===== config.mk =====
export PLATFORM = sky130hd
export DESIGN_NAME = uart_imem_loader
export DESIGN_NICKNAME = d
export VERILOG_FILES = /design/src/rtl/uart_imem_loader.sv
export SDC_FILE = /design/constraint.sdc
export NUM_CORES = 1
export LEC_CHECK = 0
export ABC_AREA = 1
export BUFFER_PORTS_ARGS = -buffer_cell sky130_fd_sc_hd__buf_4
export CAP_MARGIN = 5
export CORE_MARGIN = 3
export CORE_UTILIZATION = 31
export DETAILED_ROUTE_END_ITERATION = 10
export PLACE_DENSITY = 0.59
export SLEW_MARGIN = 30
export SYNTH_ARGS = -nofsm -noshare
export SYNTH_HDL_FRONTEND = slang
export SYNTH_SLANG_ARGS = --single-unit

===== constraint.sdc =====
create_clock -name clk -period 2.1 [get_ports clk]
set_clock_uncertainty 0.15 [all_clocks]
set_input_delay 0.105 -clock clk [delete_from_list [all_inputs] [get_ports clk]]
set_output_delay 0.105 -clock clk [all_outputs]
set_load 0.005 [all_outputs]

===== src/rtl/uart_imem_loader.sv =====
// uart_imem_loader
// Receives a program over an 8N1 UART line and writes it, one little-endian
// 32-bit word at a time, into instruction memory. Loading ends either on the
// end-of-program marker word or when the last memory address has been
// written; prog_done_o then stays high until reset and releases the core.
//
// Write port semantics: imem_we_o is a one-cycle strobe with no back-pressure.
// imem_addr_o and imem_wdata_o are valid and stable in any cycle where
// imem_we_o is high. The memory must accept the write in that cycle.

module uart_imem_loader #(
    parameter int          CLKS_PER_BIT = 347,
    parameter int          ADDR_WIDTH   = 8,
    parameter logic [31:0] END_WORD     = 32'h0000_0FFF
) (
    input  logic                  clk,
    input  logic                  rst_n,
    input  logic                  rx_i,
    output logic                  imem_we_o,
    output logic [ADDR_WIDTH-1:0] imem_addr_o,
    output logic [31:0]           imem_wdata_o,
    output logic                  prog_done_o,
    output logic                  frame_err_o,
    output logic [ADDR_WIDTH:0]   word_count_o
);

    // Bit-period counter only ever reaches CLKS_PER_BIT-1.
    localparam int CNT_W = (CLKS_PER_BIT > 2) ? $clog2(CLKS_PER_BIT) : 1;

    localparam logic [CNT_W-1:0] HALF_CNT = CNT_W'(CLKS_PER_BIT / 2);
    localparam logic [CNT_W-1:0] LAST_CNT = CNT_W'(CLKS_PER_BIT - 1);

    localparam logic [ADDR_WIDTH-1:0] ADDR_MAX = {ADDR_WIDTH{1'b1}};

    // RX FSM encoding
    localparam logic [2:0] ST_IDLE    = 3'd0;
    localparam logic [2:0] ST_START   = 3'd1;
    localparam logic [2:0] ST_DATA    = 3'd2;
    localparam logic [2:0] ST_STOP    = 3'd3;
    localparam logic [2:0] ST_CLEANUP = 3'd4;

    // ------------------------------------------------------------------
    // Serial input synchronizer
    // ------------------------------------------------------------------
    logic rx_meta;
    logic rx_sync;

    // Two-flop synchronizer; flops reset to the idle (high) line level so
    // reset release is not seen as a start bit.
    always_ff @(posedge clk or negedge rst_n) begin
        if (!rst_n) begin
            rx_meta <= 1'b1;
            rx_sync <= 1'b1;
        end else begin
            rx_meta <= rx_i;
            rx_sync <= rx_meta;
        end
    end

    // ------------------------------------------------------------------
    // Byte receiver
    // ------------------------------------------------------------------
    logic [2:0]       rx_state;
    logic [CNT_W-1:0] bit_cnt;
    logic [2:0]       bit_idx;
    logic [7:0]       rx_shift;
    logic             byte_valid;

    // RX FSM: start-bit qualification at mid-bit, then one sample per bit
    // period for 8 data bits and the stop bit.
    always_ff @(posedge clk or negedge rst_n) begin
        if (!rst_n) begin
            rx_state    <= ST_IDLE;
            bit_cnt     <= '0;
            bit_idx     <= '0;
            rx_shift    <= '0;
            byte_valid  <= 1'b0;
            frame_err_o <= 1'b0;
        end else begin
            byte_valid  <= 1'b0;
            frame_err_o <= 1'b0;
            case (rx_state)
                ST_IDLE: begin
                    bit_cnt <= '0;
                    bit_idx <= '0;
                    if (!rx_sync) begin
                        rx_state <= ST_START;
                    end
                end
                ST_START: begin
                    if (bit_cnt == HALF_CNT) begin
                        bit_cnt <= '0;
                        // A line that is already high again was a glitch.
                        rx_state <= rx_sync ? ST_IDLE : ST_DATA;
                    end else begin
                        bit_cnt <= bit_cnt + CNT_W'(1);
                    end
                end
                ST_DATA: begin
                    if (bit_cnt == LAST_CNT) begin
                        bit_cnt  <= '0;
                        rx_shift <= {rx_sync, rx_shift[7:1]};
                        bit_idx  <= bit_idx + 3'd1;
                        if (bit_idx == 3'd7) begin
                            rx_state <= ST_STOP;
                        end
                    end else begin
                        bit_cnt <= bit_cnt + CNT_W'(1);
                    end
                end
                ST_STOP: begin
                    if (bit_cnt == LAST_CNT) begin
                        bit_cnt <= '0;
                        if (rx_sync) begin
                            byte_valid <= 1'b1;
                        end else begin
                            // Error reporting freezes with the other outputs
                            // once the program is loaded.
                            frame_err_o <= ~prog_done_o;
                        end
                        rx_state <= ST_CLEANUP;
                    end else begin
                        bit_cnt <= bit_cnt + CNT_W'(1);
                    end
                end
                ST_CLEANUP: begin
                    rx_state <= ST_IDLE;
                end
                default: begin
                    rx_state <= ST_IDLE;
                end
            endcase
        end
    end

    // ------------------------------------------------------------------
    // Word assembly
    // ------------------------------------------------------------------
    logic [1:0]  byte_idx;
    logic [31:0] word_buf;
    logic        word_ready;

    // Little-endian packing of good bytes; dropped (bad-stop) bytes never
    // reach here, so they do not advance the byte index.
    always_ff @(posedge clk or negedge rst_n) begin
        if (!rst_n) begin
            byte_idx   <= '0;
            word_buf   <= '0;
            word_ready <= 1'b0;
        end else begin
            word_ready <= 1'b0;
            if (byte_valid && !prog_done_o) begin
                word_buf[{byte_idx, 3'b000} +: 8] <= rx_shift;
                byte_idx <= byte_idx + 2'd1;
                if (byte_idx == 2'd3) begin
                    word_ready <= 1'b1;
                end
            end
        end
    end

    // The assembly buffer holds still for the whole write cycle (the next
    // byte is at least a frame away), so it drives the write data directly.
    assign imem_wdata_o = word_buf;

    // ------------------------------------------------------------------
    // Memory write and completion
    // ------------------------------------------------------------------

    // Commit a completed word: marker ends the load, anything else is written.
    // Address and count advance at the end of the write cycle; writing the
    // last address ends the load without wrapping.
    always_ff @(posedge clk or negedge rst_n) begin
        if (!rst_n) begin
            imem_we_o    <= 1'b0;
            imem_addr_o  <= '0;
            word_count_o <= '0;
            prog_done_o  <= 1'b0;
        end else begin
            imem_we_o <= 1'b0;
            if (imem_we_o) begin
                word_count_o <= word_count_o + (ADDR_WIDTH + 1)'(1);
                if (imem_addr_o == ADDR_MAX) begin
                    prog_done_o <= 1'b1;
                end else begin
                    imem_addr_o <= imem_addr_o + ADDR_WIDTH'(1);
                end
            end else if (word_ready && !prog_done_o) begin
                if (word_buf == END_WORD) begin
                    prog_done_o <= 1'b1;
                end else begin
                    imem_we_o <= 1'b1;
                end
            end
        end
    end

endmodule


# == Yosys cells after proc, flatten, opt, wreduce, memory -nomap -nowiden ==
# Index checks and enable logic that the tools add are counted.
# Widths: inputs -> output; s select.
# op_classes
n_addsub,6
eq_ne,15
shift,2
n_mux,28
bitwise,2
n_reduce_logical,14
# op_table
op,n
$bwmux 32,1
$eq 32x12->1 const B,1
$shift 8x7->32 const A,1
$shiftx 8x7->32,1
$pmux 9 s3,1
$add 9x1->9 const B,2
$mux 3,6
$mux 9,2
$mux 1,15
$pmux 3 s4,1
$ne 2x2->1 const B,5
$eq 9x8->1 const B,1
$eq 9x9->1 const B,1
$add 8x1->8 const B,1
$eq 8x8->1 const B,1
$neg 5->7,1
$eq 3x2->1 const B,2
$pmux 3 s2,1
$reduce_and 2->1,3
$reduce_bool 2->1,3
$reduce_and 5->1,1
$add 3x1->3 const B,1
$eq 3x1->1 const B,1
$eq 3x3->1 const B,1
other kinds (11),13
# word_totals
regBits,81
inputBits,3

# == Logic depth before layout (Yosys ltp) ==
# depth
word_depth,4
depth_mapped,11
ltp_nobuf,11

# == Least setup slack after synthesis ==
# No wires, ideal clock.
# synth_timing
path_kind,reg2reg
from,register byte_idx[0]
to,"register word_buf[2], in the netlist imem_wdata_o[2]"
setup_ns,0.066
arrival_time_ns,1.623
t_required_ns,1.884
path_slack_ns,0.260
path_stages_with_launch,7
path_buffers,1
path_cell_list,dfrtp_1 > buf_2 > inv_1 > ha_1 > nor3_1 > nand3_1 > nand2_1
# synth_between
elab_chain_len,3
word_cells_on_any_way,4
# synth_rtl
element,line,text
start: declaration,139,logic [1:0] byte_idx;
start signal: assignment,154,byte_idx <= byte_idx + 2'd1;
$neg 5->7 *,153,"word_buf[{byte_idx, 3'b000} +: 8] <= rx_shift;"
$shiftx 8x7->32 or $shift 8x7->32 (tied branches),153,
$bwmux 32 *,153,
end signal: indexed assignment,153,
end: declaration,140,logic [31:0] word_buf;
# Mark *: on every way between the ends. The rest lies on a longest branch, timed or not.
# A chain may end at the register's enable or synchronous reset.

# == Worst setup path in the final report ==
# layout_timing
from,register byte_idx[0]
to,"register word_buf[3], in the netlist imem_wdata_o[3]"
# Same word-level chain as after synthesis.

==> key figures <==
Clock network
  – H-tree depth: 3
  – Post-CTS sizing: 0
  – Worst-path clk slew: approximately 0.06 ns
  – Worst skew pair latency: about 0.34 ns
  – Clock root buffer master: clkbuf_16
  – Max Buffers Root-to-Sink: 2
  – CTS buffer count: 9
  – Clock Sinks: 81
  – CTS tree: done

Finish
  – Diodes inserted: 0
  – Fin util: between 40% and 50%
  – Fillers: about 1,200
  – Share of cells above drive strength 1: roughly 21%
  – Finished Layout Cells: 684
  – Reg area: 0.00203 sq mm
  – Area Growth Syn to Fin: 25.8%
  – Area of the multi-input gates: 0.00160 sq mm
  – Nets: roughly 530

GRT
  – Routing usage on met2: a little over a fifth
  – Largest net degree at the start of global routing: 38
  – Met1 Use GR: 17.1%
  – GR peak layer: met2
  – Total GRT Usage: 13.0%
  – Vias in the first global route: slightly above 3,000
  – Initial antenna violation count: 0
  – Grt total ovfl: 0
  – Global-route wire length before repair: between 10,000 and 15,000 um
  – Grt met3 use: under 10%

Critical path
  – WP data arrival: 1.98 ns
  – Critical path type: flop to flop
  – CP peak stage delay: 0.49 ns
  – Top Family by Delay on Critical Path: simple AND/OR/NAND/NOR gates
  – Worst Setup Start Kind: flop
  – Reg2reg end: imem_wdata_o[3]
  – Count of buffer and inverter cells on the critical path: 1
  – Slowest cell on crit path: nor3_1
  – Crit end category: flop
  – Worst EP required: roughly 2.2 ns
  – Setup slack, reg-to-reg: between 0.2 and 0.25 ns
  – Reg-to-Reg Start: byte_idx[0]
  – CP cell instances: inv_1, ha_1, nor3_1, nand3_1, nand2_1
  – Worst reg-to-reg path cell count: 5
  – CP max FO: 8

Timing
  – Final Critical Period: 1.86 ns
  – Final Setup Violations: 0
  – Final cycle utilization of the critical path: 88.5%
  – Max transition margin: between 60% and 70%
  – Worst-Margin Slew: roughly 0.54 ns
  – Total negative slack: 0 ns
  – F_max: roughly 540 MHz
  – Final hold vios: 0
  – RSZ-0062 raised after global routing: false
  – Slew Limit Fails: 0

Power
  – Sequential share of power: roughly 45%
  – Combinational power share: about 1.3%
  – Internal power: around 2900 uW
  – Clock Power Share: between 50% and 60%
  – Ratio of total power to cell area: 706 mW/mm^2
  – Switch share: between 10% and 20%
  – Maximum vdd drop: 0.337 mV
  – Leak pwr: 0.00244 uW
  – Net Sw Power: around 650 uW

Die
  – I/O pin cnt: 55
  – FP Rows: 40
  – Starting density of the core: approximately a third
  – Die area: roughly 0.014 sq mm
  – Die H: approximately 120 um
  – Die W: about 120 um
  – Core Area: around 0.012 sq mm

Synth
  – Leading area contributor after synthesis: dfrtp_1
  – Largest cells by area after synthesis: dfrtp_1 (50%), nand2_1 (8.2%), inv_1 (6.4%)
  – Ys Warns: 0
  – Cell with the most instances after synthesis: nand2_1
  – Post-synth top flop: dfrtp_1
  – Register area share after synthesis: 51.6%
  – Number of distinct library cells after synthesis: 29
  – Syn Inst Count: between 400 and 500
  – Synth top cells by count: nand2_1 (86), dfrtp_1 (79), inv_1 (67)
  – Flops & latches, synth: 81
  – Syn nets: between 400 and 500
  – Post-synth EDFFs: 0
  – Share of the synthesized area in the top cell type: 50.2%
  – Synthesized area: about 0.004 sq mm
  – Syn avg cell area: between 8 and 9 sq um
  – Synth async-reset ratio: 100%

Drt
  – DRC: 0
  – DR iter-0 viols: 216
  – Final wirelength: between 8000 and 9000 um
  – Vias per Instance: 4.56
  – ANT nets after route: 0
  – Wire length per cell: ~13 um
  – DR pass1 iterations: 4
  – DR vias: between 3,000 and 4,000

Status
  – Outcome: complete, no violations

Run
  – Max-Cap Viols: 0

Placement
  – Placed Instances: around 670
  – Placer congestion estimate: about 0.84
  – IO Port Bufs: 54
  – Hpwl dp: 6430 um

Worst hold path
  – Type of the tightest min-delay check: input port to async pin
-- timing repair --
item                                   in CTS  in global routing
endpoints found under the hold margin      82                  0
buffers inserted                            0                  0
hold buffers                                2                  0
-- stage by stage --
step	total power (uW)	hold slack [ns]	cell area, sq um	setup WS [ns]
after detailed placement	1640	-0.106	4570	0.267
after floorplan	1600	-0.341	3940	0.260
after global placement	1640	-0.112	4570	0.324
after global routing	3610	0.103	4950	0.0189
final	3500	0.0701	4950	0.241
after CTS	3540	0.0800	4950	0.236
-- final cells by class --
class	count	area share (%)
Sequential cell	81	41.0
Multi-Input combinational cell	285	32.3
Timing Repair Buffer	63	9.90
Inverter	71	5.38
Clock buffer	10	4.62
Tap cell	168	4.24
Clock inverter	6	2.63
-- how the worst max path moves through the flow --
stage,startpoint,endpoint,cells after the start
floorplan,byte_idx[0],imem_wdata_o[2],6
global placement,byte_idx[0],imem_wdata_o[3],5
detailed placement,byte_idx[0],imem_wdata_o[5],5
CTS,byte_idx[0],imem_wdata_o[3],5
global route,byte_idx[0],imem_wdata_o[7],6
finish,byte_idx[0],imem_wdata_o[3],5
-- layout by cell type, fill, tap and decap left out, drive strengths merged --
cell         Yosys  final
nand2           95     95
dfrtp           79     79
inv             71     71
buf              6     61
o21ai           39     39
nand3           36     36
nor2            34     34
nand4           25     25
ha              12     12
o22ai           11     11
xor2            10     10
clkbuf           1     10
nor3             9      9
xnor2            7      7
bufinv           0      4
and2             2      2
a21oi            2      2
clkinv           0      2
dlygate4sd3      0      2
dfstp            2      2
nor4             1      1
nand3b           1      1
a31oi            1      1
-- cells by family (layout without fill, tap and decap cells) --
group,after synthesis,after routing,synth area share [%]
compound gates,53,53,7.60
xor+xnor,17,17,3.78
fa+ha+maj,12,12,3.81
buf+inv,78,150,7.85
flops,81,81,51.6
simple gates,203,203,25.4
-- state kept, by name (all words and copies together) (netlist names), 2 cells and up --
name          flops
word_count_o      9
rx_state          3
rx_shift          8
bit_cnt           9
imem_addr_o       8
bit_idx           3
byte_idx          2
imem_wdata_o     32
-- power by group through the flow --
stage	clock network, uW	logic (uW)	registers, uW
after floorplan	0	2.34	1590
after global placement	0	43.7	1590
after detailed placement	0	45.0	1590
after CTS	1930	47.8	1560
after global routing	1990	52.9	1560
final	1890	44.3	1570
-- worst reg2reg max path, delay by kind of cell (launching register included) --
family	cells	cell delay [ns]
fa+ha+maj	1	0.32
buf+inv	1	0.22
flops	1	0.37
simple gates	3	0.73
-- routing by layer --
metal | wire length (um) | vias to the layer above
met5 | 0 | -
met4 | 188 | 0
met3 | 263 | 13
met2 | 4060 | 47
met1 | 4150 | 1471
li1 | - | 1588
(Power assumes the default switching activity.)
